===== src/rtl/arm_ctrl_pkg.sv =====
// Shared encodings for the ARM single-cycle control unit: opcodes, condition
// codes, data-processing commands, ALU selects, FSM states and decoded controls.
package arm_ctrl_pkg;

  typedef enum logic [1:0] {
    OP_DP  = 2'b00,
    OP_MEM = 2'b01,
    OP_BR  = 2'b10,
    OP_UND = 2'b11
  } op_e;

  typedef enum logic [3:0] {
    COND_EQ = 4'h0, COND_NE = 4'h1, COND_CS = 4'h2, COND_CC = 4'h3,
    COND_MI = 4'h4, COND_PL = 4'h5, COND_VS = 4'h6, COND_VC = 4'h7,
    COND_HI = 4'h8, COND_LS = 4'h9, COND_GE = 4'hA, COND_LT = 4'hB,
    COND_GT = 4'hC, COND_LE = 4'hD, COND_AL = 4'hE, COND_NV = 4'hF
  } cond_e;

  localparam logic [3:0] CMD_AND = 4'b0000;
  localparam logic [3:0] CMD_SUB = 4'b0010;
  localparam logic [3:0] CMD_ADD = 4'b0100;
  localparam logic [3:0] CMD_CMP = 4'b1010;
  localparam logic [3:0] CMD_ORR = 4'b1100;
  localparam logic [3:0] CMD_MOV = 4'b1101;

  localparam logic [1:0] ALU_ADD = 2'b00;
  localparam logic [1:0] ALU_SUB = 2'b01;
  localparam logic [1:0] ALU_AND = 2'b10;
  localparam logic [1:0] ALU_ORR = 2'b11;

  typedef enum logic [1:0] {
    ST_BOOT = 2'b00,
    ST_RUN  = 2'b01,
    ST_WAIT = 2'b10
  } state_e;

  typedef struct packed {
    logic [1:0] reg_src;
    logic [1:0] imm_src;
    logic       alu_src;
    logic [1:0] alu_ctrl;
    logic       mem_to_reg;
    logic       mov;
    logic       link;
    logic       reg_write;
    logic       mem_write;
    logic       branch;
    logic       is_mem;
    logic       undef;
    logic       upd_nz;
    logic       upd_cv;
  } ctrl_t;

  localparam ctrl_t CTRL_NOP = '0;

endpackage


===== src/rtl/arm_control_unit_if.sv =====
// Data-memory handshake between the control unit (master) and data memory (slave).
interface arm_control_unit_if;
  logic MemReq;
  logic MemReady;
  logic MemWrite;
  logic MemErr;

  modport master (output MemReq, output MemWrite, output MemErr, input MemReady);
  modport slave  (input MemReq, input MemWrite, input MemErr, output MemReady);
endinterface


===== src/rtl/arm_control_unit_cond_logic.sv =====
// Condition evaluation against the registered NZCV flags; NZ and CV are
// written independently so logical ops leave carry/overflow untouched.
module cond_logic
  import arm_ctrl_pkg::*;
(
  input  logic       CLK,
  input  logic       reset,
  input  logic [3:0] Cond,
  input  logic [3:0] ALUFlags,
  input  logic       nz_we,
  input  logic       cv_we,
  output logic [3:0] Flags,
  output logic       cond_ex
);

  logic [1:0] nz_r;
  logic [1:0] cv_r;
  logic       n_s, z_s, c_s, v_s;

  assign {n_s, z_s} = nz_r;
  assign {c_s, v_s} = cv_r;
  assign Flags      = {nz_r, cv_r};

  // N/Z flag bank
  always_ff @(posedge CLK) begin
    if (!reset) begin
      nz_r <= 2'b00;
    end else if (nz_we) begin
      nz_r <= ALUFlags[3:2];
    end
  end

  // C/V flag bank
  always_ff @(posedge CLK) begin
    if (!reset) begin
      cv_r <= 2'b00;
    end else if (cv_we) begin
      cv_r <= ALUFlags[1:0];
    end
  end

  // condition field against the flags as they stood before this instruction
  always_comb begin
    cond_ex = 1'b0;
    case (cond_e'(Cond))
      COND_EQ: cond_ex = z_s;
      COND_NE: cond_ex = ~z_s;
      COND_CS: cond_ex = c_s;
      COND_CC: cond_ex = ~c_s;
      COND_MI: cond_ex = n_s;
      COND_PL: cond_ex = ~n_s;
      COND_VS: cond_ex = v_s;
      COND_VC: cond_ex = ~v_s;
      COND_HI: cond_ex = c_s & ~z_s;
      COND_LS: cond_ex = ~c_s | z_s;
      COND_GE: cond_ex = (n_s == v_s);
      COND_LT: cond_ex = (n_s != v_s);
      COND_GT: cond_ex = ~z_s & (n_s == v_s);
      COND_LE: cond_ex = z_s | (n_s != v_s);
      COND_AL: cond_ex = 1'b1;
      default: cond_ex = 1'b0;
    endcase
  end

endmodule


===== src/rtl/arm_control_unit.sv =====
// Main control unit: instruction decode, boot/run/wait sequencing with a
// bounded memory stall, and commit gating by the condition field.
module arm_control_unit
  import arm_ctrl_pkg::*;
#(
  parameter int MAX_WAIT = 15,
  parameter int WAIT_W   = 4
) (
  input  logic                CLK,
  input  logic                reset,
  input  logic [31:0]         Instr,
  input  logic [3:0]          ALUFlags,
  arm_control_unit_if.master  mem_bus,
  output logic [1:0]          RegSrc,
  output logic [1:0]          ImmSrc,
  output logic                ALUSrc,
  output logic [1:0]          ALUControl,
  output logic                MemtoReg,
  output logic                MOVInstr,
  output logic                link,
  output logic                RegWrite,
  output logic                PCSrc,
  output logic                PCWrite,
  output logic                Undef,
  output logic [3:0]          Flags
);

  op_e         op_s;
  logic [5:0]  funct_s;
  logic [3:0]  rd_s;
  ctrl_t       ctrl_s;
  logic        cond_ex_s;
  logic        mem_go_s;
  logic        timeout_s;
  logic        exec_s;
  logic        unused_instr_s;

  state_e      state_r, state_next_s;
  logic [WAIT_W-1:0] cnt_r, cnt_next_s;

  logic        commit_s, pc_write_s, mem_req_s, hold_s, mem_err_s, undef_s;

  assign op_s           = op_e'(Instr[27:26]);
  assign funct_s        = Instr[25:20];
  assign rd_s           = Instr[15:12];
  assign unused_instr_s = ^{Instr[19:16], Instr[11:0]};

  // instruction decode into datapath selects and uncommitted write intents
  always_comb begin
    ctrl_s = CTRL_NOP;
    case (op_s)
      OP_DP: begin
        ctrl_s.alu_src   = funct_s[5];
        ctrl_s.reg_write = 1'b1;
        ctrl_s.upd_nz    = funct_s[0];
        case (funct_s[4:1])
          CMD_ADD: begin
            ctrl_s.alu_ctrl = ALU_ADD;
            ctrl_s.upd_cv   = funct_s[0];
          end
          CMD_SUB: begin
            ctrl_s.alu_ctrl = ALU_SUB;
            ctrl_s.upd_cv   = funct_s[0];
          end
          CMD_AND: ctrl_s.alu_ctrl = ALU_AND;
          CMD_ORR: ctrl_s.alu_ctrl = ALU_ORR;
          CMD_MOV: begin
            ctrl_s.alu_ctrl = ALU_ADD;
            ctrl_s.mov      = 1'b1;
          end
          CMD_CMP: begin
            ctrl_s.alu_ctrl  = ALU_SUB;
            ctrl_s.reg_write = 1'b0;
            ctrl_s.upd_cv    = funct_s[0];
          end
          default: begin
            ctrl_s.reg_write = 1'b0;
            ctrl_s.upd_nz    = 1'b0;
            ctrl_s.undef     = 1'b1;
          end
        endcase
      end
      OP_MEM: begin
        ctrl_s.imm_src  = 2'b01;
        ctrl_s.alu_src  = 1'b1;
        ctrl_s.alu_ctrl = ALU_ADD;
        ctrl_s.is_mem   = 1'b1;
        if (funct_s[0]) begin
          ctrl_s.mem_to_reg = 1'b1;
          ctrl_s.reg_write  = 1'b1;
        end else begin
          ctrl_s.reg_src   = 2'b10;
          ctrl_s.mem_write = 1'b1;
        end
      end
      OP_BR: begin
        ctrl_s.reg_src   = 2'b01;
        ctrl_s.imm_src   = 2'b10;
        ctrl_s.alu_src   = 1'b1;
        ctrl_s.alu_ctrl  = ALU_ADD;
        ctrl_s.branch    = 1'b1;
        ctrl_s.link      = Instr[24];
        ctrl_s.reg_write = Instr[24];
      end
      default: ctrl_s.undef = 1'b1;
    endcase
  end

  cond_logic u_cond (
    .CLK      (CLK),
    .reset    (reset),
    .Cond     (Instr[31:28]),
    .ALUFlags (ALUFlags),
    .nz_we    (exec_s & ctrl_s.upd_nz),
    .cv_we    (exec_s & ctrl_s.upd_cv),
    .Flags    (Flags),
    .cond_ex  (cond_ex_s)
  );

  assign mem_go_s  = ctrl_s.is_mem & cond_ex_s;
  assign timeout_s = (cnt_r == WAIT_W'(MAX_WAIT));

  // state and wait-counter registers
  always_ff @(posedge CLK) begin
    if (!reset) begin
      state_r <= ST_BOOT;
      cnt_r   <= '0;
    end else begin
      state_r <= state_next_s;
      cnt_r   <= cnt_next_s;
    end
  end

  // next state: a stalled access waits until ready or until the budget runs out
  always_comb begin
    state_next_s = state_r;
    cnt_next_s   = cnt_r;
    case (state_r)
      ST_BOOT: begin
        state_next_s = ST_RUN;
        cnt_next_s   = '0;
      end
      ST_RUN: begin
        if (mem_go_s && !mem_bus.MemReady) begin
          state_next_s = ST_WAIT;
          cnt_next_s   = WAIT_W'(1);
        end else begin
          state_next_s = ST_RUN;
          cnt_next_s   = '0;
        end
      end
      ST_WAIT: begin
        if (mem_bus.MemReady || timeout_s) begin
          state_next_s = ST_RUN;
          cnt_next_s   = '0;
        end else begin
          state_next_s = ST_WAIT;
          cnt_next_s   = cnt_r + WAIT_W'(1);
        end
      end
      default: begin
        state_next_s = ST_BOOT;
        cnt_next_s   = '0;
      end
    endcase
  end

  // per-state commit, PC advance and handshake strobes; reset masks everything
  always_comb begin
    commit_s   = 1'b0;
    pc_write_s = 1'b0;
    mem_req_s  = 1'b0;
    hold_s     = 1'b0;
    mem_err_s  = 1'b0;
    undef_s    = 1'b0;
    if (reset) begin
      case (state_r)
        ST_RUN: begin
          undef_s = ctrl_s.undef;
          if (mem_go_s) begin
            mem_req_s = 1'b1;
            if (mem_bus.MemReady) begin
              commit_s   = 1'b1;
              pc_write_s = 1'b1;
            end else begin
              hold_s = 1'b1;
            end
          end else begin
            commit_s   = 1'b1;
            pc_write_s = 1'b1;
          end
        end
        ST_WAIT: begin
          mem_req_s = 1'b1;
          if (mem_bus.MemReady) begin
            commit_s   = 1'b1;
            pc_write_s = 1'b1;
          end else if (timeout_s) begin
            mem_err_s  = 1'b1;
            pc_write_s = 1'b1;
          end else begin
            hold_s = 1'b1;
          end
        end
        default: begin
          commit_s = 1'b0;
        end
      endcase
    end else begin
      commit_s = 1'b0;
    end
  end

  assign exec_s           = commit_s & cond_ex_s;
  assign RegWrite         = exec_s & ctrl_s.reg_write;
  assign PCSrc            = exec_s & (ctrl_s.branch | (ctrl_s.reg_write & (rd_s == 4'hF)));
  assign PCWrite          = pc_write_s;
  assign Undef            = undef_s;
  assign mem_bus.MemWrite = (exec_s | hold_s) & ctrl_s.mem_write;
  assign mem_bus.MemReq   = mem_req_s;
  assign mem_bus.MemErr   = mem_err_s;

  assign RegSrc     = ctrl_s.reg_src;
  assign ImmSrc     = ctrl_s.imm_src;
  assign ALUSrc     = ctrl_s.alu_src;
  assign ALUControl = ctrl_s.alu_ctrl;
  assign MemtoReg   = ctrl_s.mem_to_reg;
  assign MOVInstr   = ctrl_s.mov;
  assign link       = ctrl_s.link;

endmodule


===== src/flat_wrapper.sv =====
// flat-port wrapper written by rule: the top's interface ports become plain ports
module arm_control_unit_flat import arm_ctrl_pkg::*;
#(
  parameter int MAX_WAIT = 15,
  parameter int WAIT_W   = 4
)
  (CLK, reset, Instr, ALUFlags, RegSrc, ImmSrc, ALUSrc, ALUControl, MemtoReg, MOVInstr, link, RegWrite, PCSrc, PCWrite, Undef, Flags, mem_bus_MemReq, mem_bus_MemWrite, mem_bus_MemErr, mem_bus_MemReady);
  arm_control_unit_if mem_bus_i ();
  input  logic CLK;
  input  logic reset;
  input  logic [31:0] Instr;
  input  logic [3:0] ALUFlags;
  output logic [1:0] RegSrc;
  output logic [1:0] ImmSrc;
  output logic ALUSrc;
  output logic [1:0] ALUControl;
  output logic MemtoReg;
  output logic MOVInstr;
  output logic link;
  output logic RegWrite;
  output logic PCSrc;
  output logic PCWrite;
  output logic Undef;
  output logic [3:0] Flags;
  output wire logic [$bits(mem_bus_i.MemReq)-1:0] mem_bus_MemReq;
  output wire logic [$bits(mem_bus_i.MemWrite)-1:0] mem_bus_MemWrite;
  output wire logic [$bits(mem_bus_i.MemErr)-1:0] mem_bus_MemErr;
  input wire logic [$bits(mem_bus_i.MemReady)-1:0] mem_bus_MemReady;
  assign mem_bus_MemReq = mem_bus_i.MemReq;
  assign mem_bus_MemWrite = mem_bus_i.MemWrite;
  assign mem_bus_MemErr = mem_bus_i.MemErr;
  assign mem_bus_i.MemReady = mem_bus_MemReady;
  arm_control_unit #(.MAX_WAIT(MAX_WAIT), .WAIT_W(WAIT_W)) u_core (.CLK(CLK), .reset(reset), .Instr(Instr), .ALUFlags(ALUFlags), .mem_bus(mem_bus_i), .RegSrc(RegSrc), .ImmSrc(ImmSrc), .ALUSrc(ALUSrc), .ALUControl(ALUControl), .MemtoReg(MemtoReg), .MOVInstr(MOVInstr), .link(link), .RegWrite(RegWrite), .PCSrc(PCSrc), .PCWrite(PCWrite), .Undef(Undef), .Flags(Flags));
endmodule

===== config.mk =====
export PLATFORM = sky130hd
export DESIGN_NAME = arm_control_unit_flat
export DESIGN_NICKNAME = d
export VERILOG_FILES = /design/src/rtl/arm_ctrl_pkg.sv /design/src/rtl/arm_control_unit_if.sv /design/src/rtl/arm_control_unit_cond_logic.sv /design/src/rtl/arm_control_unit.sv /design/src/flat_wrapper.sv
export SDC_FILE = /design/constraint.sdc
export NUM_CORES = 1
export LEC_CHECK = 0
export CORE_MARGIN = 4
export CORE_UTILIZATION = 35
export DETAILED_ROUTE_END_ITERATION = 10
export GPL_TIMING_DRIVEN = 1
export PLACE_DENSITY_LB_ADDON = 0.15
export SKIP_LAST_GASP = 1
export SLEW_MARGIN = 0
export SYNTH_ARGS = -nofsm -noshare
export SYNTH_HDL_FRONTEND = slang
export SYNTH_SLANG_ARGS = --single-unit

===== constraint.sdc =====
create_clock -name CLK -period 1.8 [get_ports CLK]
set_input_delay 0.18 -clock CLK [delete_from_list [all_inputs] [get_ports CLK]]
set_output_delay 0.18 -clock CLK [all_outputs]
set_load 0.005 [all_outputs]

==> qor.txt, run 1 <==
Setup Viol. Count Final: 12
core area: 3030 um^2
Die ar.: 4120 um^2
Worst Hold Class: in2reg
# nets final: 301
cts hold-fix bufs: 0
syn_nets: 193
Comb pwr share: 44.4%
Max Cap Viol: 0
critical path capture point type: output port
Ports: 60
Worst-path clk slew: 60 ps
routed length per placed instance: 13.8 um
top cells by area, synth: dfxtp_1 (18%), ha_1 (11%), nand2_1 (5.4%)
clock root buffer: clkbuf_4
YS warnings: 0
remaining global-route overflow: 0
XOR/XNOR Fraction of Synth Area: 5.54%
DR vias/cell: 4.94
die height: 64.2 um
worst slew pin tran: 373 ps
mux contribution to synthesized area: 3.62%
Clock Sink Count: 10
buffers added on ports: 43
final worst setup slack: -489 ps
Tot Pwr: 764 uW
Worst Path Class, Setup: reg2out
Max VDD drop: 0.393 mV
Synth Area in Compound Gates: 23.2%
Clk pwr share: 26.5%
first-pass iteration count of the detailed router: 4
sw power: 229 uW
CTS Buf Count: 3
Layout area overhead: 103%
largest net degree at the start of global routing: 12
Net Sw Frac: 29.9%
# DRC: 0
DRT iter0 DRCs: 53
sequential share of power: 29.2%
fmax: 437 MHz
Initial Util: 36.5%
fin crit share: 127%
Avg Inst Size Synth: 7.68 um^2
number of global-route vias before repair: 1585
Mapped Cells: 144
Post-synth top cells: nand2_1 (16), inv_1 (15), nor2_1 (11)
run status: finished with violations
cell taking the most area after synthesis: dfxtp_1
Yosys cell types: 45
RSZ-0062 raised after global routing: yes
Seq/Total Area, Yosys: 18.1%
mapped cell area: 1110 um^2
Final Critical Period: 2290 ps
P per Cell Area: 341 nW/um^2
startpoint types: flip-flop
failing checks: negative setup slack
top_reg_cell synth: dfxtp_1
CTS tree: done
register bit total from synthesis: 10
total wire length: 4080 um
largest family of logic cells by synthesized area: simple AND/OR/NAND/NOR gates
Post-synth EDFFs: 0
All-Layer GR Usage: 20.4%
first-pass GRT wire length: 6650 um
slew margin rel.: 75.1%
Synth async-reset ratio: 0%
share of the synthesized area in the top cell type: 18.1%
CP Data Arrival Time: 2110 ps
most numerous cell in the Yosys netlist: nand2_1
chip width: 64.2 um
H-tree lvl count: 1
Synth Area in Simple Gates: 30.1%
critical path peak fanout: 7
share of layout cells above drive strength 1: 46.6%
Setup Skew: 1.10 ps
clk_lat worst skew: 270 ps
internal power: 535 uW
Antenna Nets Post-Route: 0
ANT cells: 0
clk buf depth: 2
Final Hold Fails: 0
CP Data Required Time: 1620 ps
Slew Limit Fails: 0
initial antenna violation count: 0
Via Count: 1456
dpl hpwl: 3120 um
GP Congestion: 0.847
Post-Synth Adder-Cell Area: 11.3%
Leak Pwr: 0.00107 uW
setup TNS: -3450 ps
Site Rows: 20
[final timing paths]
| kind | startpoint | end | slack (ps) | cells past startpoint |
|---|---|---|---|---|
| max | u_core.u_cond.cv_r[0] | PCWrite | -490 | 7 |
| min reg2reg | u_core.u_cond.cv_r[1] | u_core.u_cond.cv_r[1] | 550 | 2 |
| min | ALUFlags[2] | u_core.u_cond.nz_r[0] | 460 | 3 |
| max reg2reg | u_core.u_cond.cv_r[0] | u_core.state_r[0] | -270 | 8 |
[layout make-up]
| class | count | area [um^2] |
|---|---|---|
| fill | 219 | 787 |
| tap | 44 | 55.1 |
| inverter | 15 | 56.3 |
| timing repair buffer | 108 | 897 |
| clock buffer | 4 | 36.3 |
| multi-input combinational | 114 | 987 |
| sequential | 10 | 209 |
[state kept, by name, indices dropped and copies added, names as in the netlist]
register and count:
u_core.u_cond.cv_r 2, u_core.cnt_r 4, u_core.u_cond.nz_r 2, u_core.state_r 2
[power by group through the flow]
stage	Clock, uW	Combinational, uW	Sequential [uW]
after floorplan	0	110	231
after global placement	0	278	230
after detailed placement	0	287	230
after CTS	213	314	223
after global routing	227	368	223
final	202	339	223
[placed cells by master, fill, tap and decap left out, types with 4 or more instances in the layout]
cell type / count
buf_4: 61
clkdlybuf4s50_1: 24
nand2_1: 15
inv_1: 11
nor2_1: 11
a21oi_1: 8
dlygate4sd2_1: 8
ha_1: 7
dfxtp_1: 7
nand2b_1: 5
buf_6: 5
inv_2: 4
xor2_1: 4
mux2i_1: 4
clkbuf_2: 4
[stage by stage]
step           cells  setup WS [ps]  area [um^2]  util [%]  hold WS [ps]
4_1_cts          292           -518         2170      71.6           462
6_report         295           -489         2240      74.0           462
3_3_place_gp     282          -1050         2000      66.1           526
3_5_place_dp     282          -1130         2000      66.1           527
2_1_floorplan    144          -8.69         1130         -           315
5_1_grt          295           -581         2240      74.0           460
[worst max-delay path: stages, from the launching register on]
cell	delay, ps
dfxtp_4	370
and2b_1	210
a211oi_2	250
a311oi_2	100
buf_4	170
or3_4	400
a211oi_2	190
buf_2	140
[layer usage]
metal	GRT usage, %	share of wire (%)
met1	19.9	38
met2	38.8	53
met3	3.16	5.6
met4	13.5	4.0
met5	0	0
[cells by family after synthesis]
group,Yosys count
flops,10
simple gates,60
mux,4
buf+inv,20
fa+ha+maj,10
compound gates,33
xor+xnor,7
[repair_timing]
action,4_1_cts,5_1_grt
gates resized for setup,58,22
pin swaps,12,8
setup buffers,6,3
setup endpoints to repair,23,18
No activity file was read; power rests on OpenSTA's default activity.
==> inputs of run 2 (changes only) <==
SYNTH_HIERARCHICAL = 1   (was default)
==> run 2 against run 1 <==
The flow still finishes with violations (negative setup slack). Wire length is 12% lower. Worst setup slack worse by 270 ps. Sequential power hardly changed. Final cell count is 13% lower. Utilization is 2.2 points lower. Global-route usage is 2.7 points lower. Count of clock-buffer cells in the layout stayed put. First-iteration DRC count is 110% higher.
==> qor.txt, run 2 <==
Clk pwr share: 27.5% (was 26.5%)
run status: finished with violations (unchanged)
All-Layer GR Usage: 17.6% (was 20.4%)
initial antenna violation count: 0 (unchanged)
Crit path max-delay family: compound AO/OA/AOI/OAI gates (was simple AND/OR/NAND/NOR gates)
Final Hold Fails: 0 (unchanged)
syn_nets: 182 (was 193)
Post-synth top cells: ha_1 (11), inv_1 (11), dfxtp_1 (10), nor2_1 (10), nand2_1 (9) (was nand2_1 (16), inv_1 (15), nor2_1 (11))
critical path capture point type: flip-flop (was output port)
Yosys cell types: 50 (was 45)
CTS Buf Count: 3 (unchanged)
Synth async-reset ratio: 0% (unchanged)
P per Cell Area: 356 nW/um^2 (was 341 nW/um^2)
Tot Pwr: 723 uW (was 764 uW)
Seq/Total Area, Yosys: 18.8% (was 18.1%)
fin crit share: 142% (was 127%)
clock root buffer: clkbuf_4 (unchanged)
routed length per placed instance: 13.9 um (was 13.8 um)
H-tree lvl count: 1 (unchanged)
critical path peak fanout: 6 (was 7)
Critical Path Most Common Cell: mux2i_1 (was a211oi_2)
Critical Path Start: u_core/u_cond/nz_r[1] (was u_core.u_cond.cv_r[0])
commonest non-fill, non-tap cell in the layout: buf_4 (unchanged)
die height: 63.2 um (was 64.2 um)
chip width: 63.2 um (was 64.2 um)
top_reg_cell synth: dfxtp_1 (unchanged)
Setup Skew: 2.36 ps (was 1.10 ps)
reg2reg setup slack: -760 ps (was -270 ps)
startpoint types: flip-flop (unchanged)
Net Sw Frac: 28.8% (was 29.9%)
# fillers: 244 (was 219)
Critical Path Slowest Stage Cell: dfxtp_4 (was or3_4)
Worst Hold Class: in2reg (unchanged)
core area: 2830 um^2 (was 3030 um^2)
Largest register FFs: 4 (unchanged)
internal power: 515 uW (was 535 uW)
GP Congestion: 0.858 (was 0.847)
failing checks: negative setup slack (unchanged)
Layout area overhead: 90.3% (was 103%)
Antenna Nets Post-Route: 0 (unchanged)
Site Rows: 19 (was 20)
DR vias/cell: 5.24 (was 4.94)
cts hold-fix bufs: 0 (unchanged)
Bufs and invs on worst path: 2 (unchanged)
Mapped Cells: 132 (was 144)
fmax: 391 MHz (was 437 MHz)
share of the synthesized area in the top cell type: 18.8% (was 18.1%)
worst slew pin tran: 354 ps (was 373 ps)
sequential share of power: 30.8% (was 29.2%)
mapped cell area: 1070 um^2 (was 1110 um^2)
CP Data Arrival Time: 2720 ps (was 2110 ps)
dpl hpwl: 2800 um (was 3120 um)
Ports: 60 (unchanged)
first-pass GRT wire length: 5830 um (was 6650 um)
Die ar.: 4000 um^2 (was 4120 um^2)
slew margin rel.: 76.4% (was 75.1%)
final worst setup slack: -760 ps (was -489 ps)
CTS tree: done (unchanged)
cell taking the most area after synthesis: dfxtp_1 (unchanged)
Via Count: 1353 (was 1456)
Worst Path Class, Setup: reg2reg (was reg2out)
# DRC: 0 (unchanged)
R2R Path Start: u_core/u_cond/nz_r[1] (was u_core.u_cond.cv_r[0])
share of layout cells above drive strength 1: 40.5% (was 46.6%)
Crit path largest cell delay: 380 ps (was 400 ps)
Comb pwr share: 41.6% (was 44.4%)
RSZ-0062 raised after global routing: yes (unchanged)
YS warnings: 6 (was 0)
Max VDD drop: 0.378 mV (was 0.393 mV)
top cells by area, synth: dfxtp_1 (19%), ha_1 (13%), mux2i_1 (4.7%) (was dfxtp_1 (18%), ha_1 (11%), nand2_1 (5.4%))
clk buf depth: 2 (unchanged)
CP Data Required Time: 1960 ps (was 1620 ps)
Setup Viol. Count Final: 12 (unchanged)
remaining global-route overflow: 0 (unchanged)
most frequent cells in the layout: buf_4 (47), clkdlybuf4s50_1 (23), inv_1 (10), ha_1 (10) (was buf_4 (61), clkdlybuf4s50_1 (24), nand2_1 (15))
number of global-route vias before repair: 1355 (was 1585)
Post-synth EDFFs: 0 (unchanged)
Leak Pwr: 0.000904 uW (was 0.00107 uW)
Initial Util: 37.7% (was 36.5%)
total wire length: 3600 um (was 4080 um)
sw power: 209 uW (was 229 uW)
DRT iter0 DRCs: 113 (was 53)
Reg with most FFs: u_core/cnt_r (was u_core.cnt_r)
Slew Limit Fails: 0 (unchanged)
largest net degree at the start of global routing: 10 (was 12)
ANT cells: 0 (unchanged)
Avg Inst Size Synth: 8.09 um^2 (was 7.68 um^2)
smallest hold slack: 503 ps (was 462 ps)
Final Critical Period: 2560 ps (was 2290 ps)
min-delay src: Instr[21] (was ALUFlags[2])
register bit total from synthesis: 10 (unchanged)
first-pass iteration count of the detailed router: 4 (unchanged)
Clock Sink Count: 10 (unchanged)
buffers added on ports: 43 (unchanged)
# nets final: 278 (was 301)
CP Cell Sequence: and3b_1 -> a21oi_2 -> o311ai_2 -> mux2i_1 -> o31ai_2 -> buf_4 -> and3_4 -> o221ai_4 -> buf_6 -> a2111oi_4 -> mux2i_1 -> nor2b_1 (was and2b_1 -> a211oi_2 -> a311oi_2 -> buf_4 -> or3_4 -> a211oi_2 -> buf_2)
Max Cap Viol: 0 (unchanged)
clk_lat worst skew: 260 ps (was 270 ps)
Worst-path clk slew: 60 ps (about the same)
==> run 2: changes by cell type after synthesis, sizes merged, moves of 3 or more <==
cell	delta
nand2	-7
o311a	-3
a21oi	-3
or3	-5
xor2	-4
inv	-4
a31oi	+3
nor2b	+6
==> run 2: area by class of cell <==
class | count | area (um^2) | share of cell area (%)
Timing Repair Buffer | 94 | 782 | 38.5
Multi-Input combinational cell | 108 | 925 | 45.5
Inverter | 11 | 41.3 | 2.03
Tap cell | 31 | 38.8 | 1.91
Sequential cell | 10 | 208 | 10.2
Clock buffer | 4 | 36.3 | 1.79
==> run 2: routing by layer <==
metal | global-route usage, % | vias to the layer above | wire length, um
met5 | 0 | - | 0
met4 | 4.31 | 0 | 17
met3 | 3.91 | 2 | 177
met2 | 32.7 | 39 | 1930
met1 | 20.3 | 637 | 1470
li1 | - | 675 | -
==> run 2: path summary, 6_finish.rpt <==
path	cells past startpoint	endpoint
hold reg to reg	1	u_core/cnt_r[3]
hold / removal	5	u_core/u_cond/cv_r[0]
setup reg to reg	12	u_core/u_cond/cv_r[1]
setup / recovery	12	u_core/u_cond/cv_r[1]
==> run 2: metrics by stage <==
| stage | setup TNS (ps) | util [%] | setup WS, ps | cells | instance area (um^2) |
|---|---|---|---|---|---|
| 6_report | -6590 | 71.8 | -760 | 258 | 2030 |
| 5_1_grt | -8140 | 71.8 | -888 | 258 | 2030 |
| 4_1_cts | -6850 | 70.6 | -782 | 257 | 2000 |
| 2_1_floorplan | -2040 | - | -493 | 132 | 1110 |
| 3_3_place_gp | -14410 | 66.0 | -1290 | 245 | 1870 |
| 3_5_place_dp | -16190 | 66.0 | -1420 | 245 | 1870 |
==> run 2: power by group through the flow <==
stage                     Combinational (uW)  Clock [uW]  Sequential, uW
after floorplan                          109           0             229
after global placement                   271           0             229
after detailed placement                 279           0             230
after CTS                                294         206             223
after global routing                     325         220             223
final                                    301         199             223
==> run 2: cell families (layout without fill, tap and decap cells) <==
logic type      Yosys count  in the layout  synth area share [%]
simple gates             54             54                  28.3
flops                    10             10                  18.8
mux                       6              6                  6.10
buf+inv                  14            109                  6.10
compound gates           34             34                  25.4
fa+ha+maj                11             11                  12.9
xor+xnor                  3              3                  2.46
==> run 2: what timing repair did <==
| item | 4_1_cts | 5_1_grt |
|---|---|---|
| endpoints found under the setup margin | 21 | 16 |
| pin swaps | 9 | 8 |
| resized for setup | 46 | 21 |
| buffers inserted | 8 | 2 |
==> run 2: worst register-to-register path, cell delays in order, from the launching register on <==
cell,delay [ps]
dfxtp_4,380
and3b_1,190
a21oi_2,50
o311ai_2,280
mux2i_1,140
o31ai_2,180
buf_4,170
and3_4,190
o221ai_4,100
buf_6,150
a2111oi_4,350
mux2i_1,220
nor2b_1,60
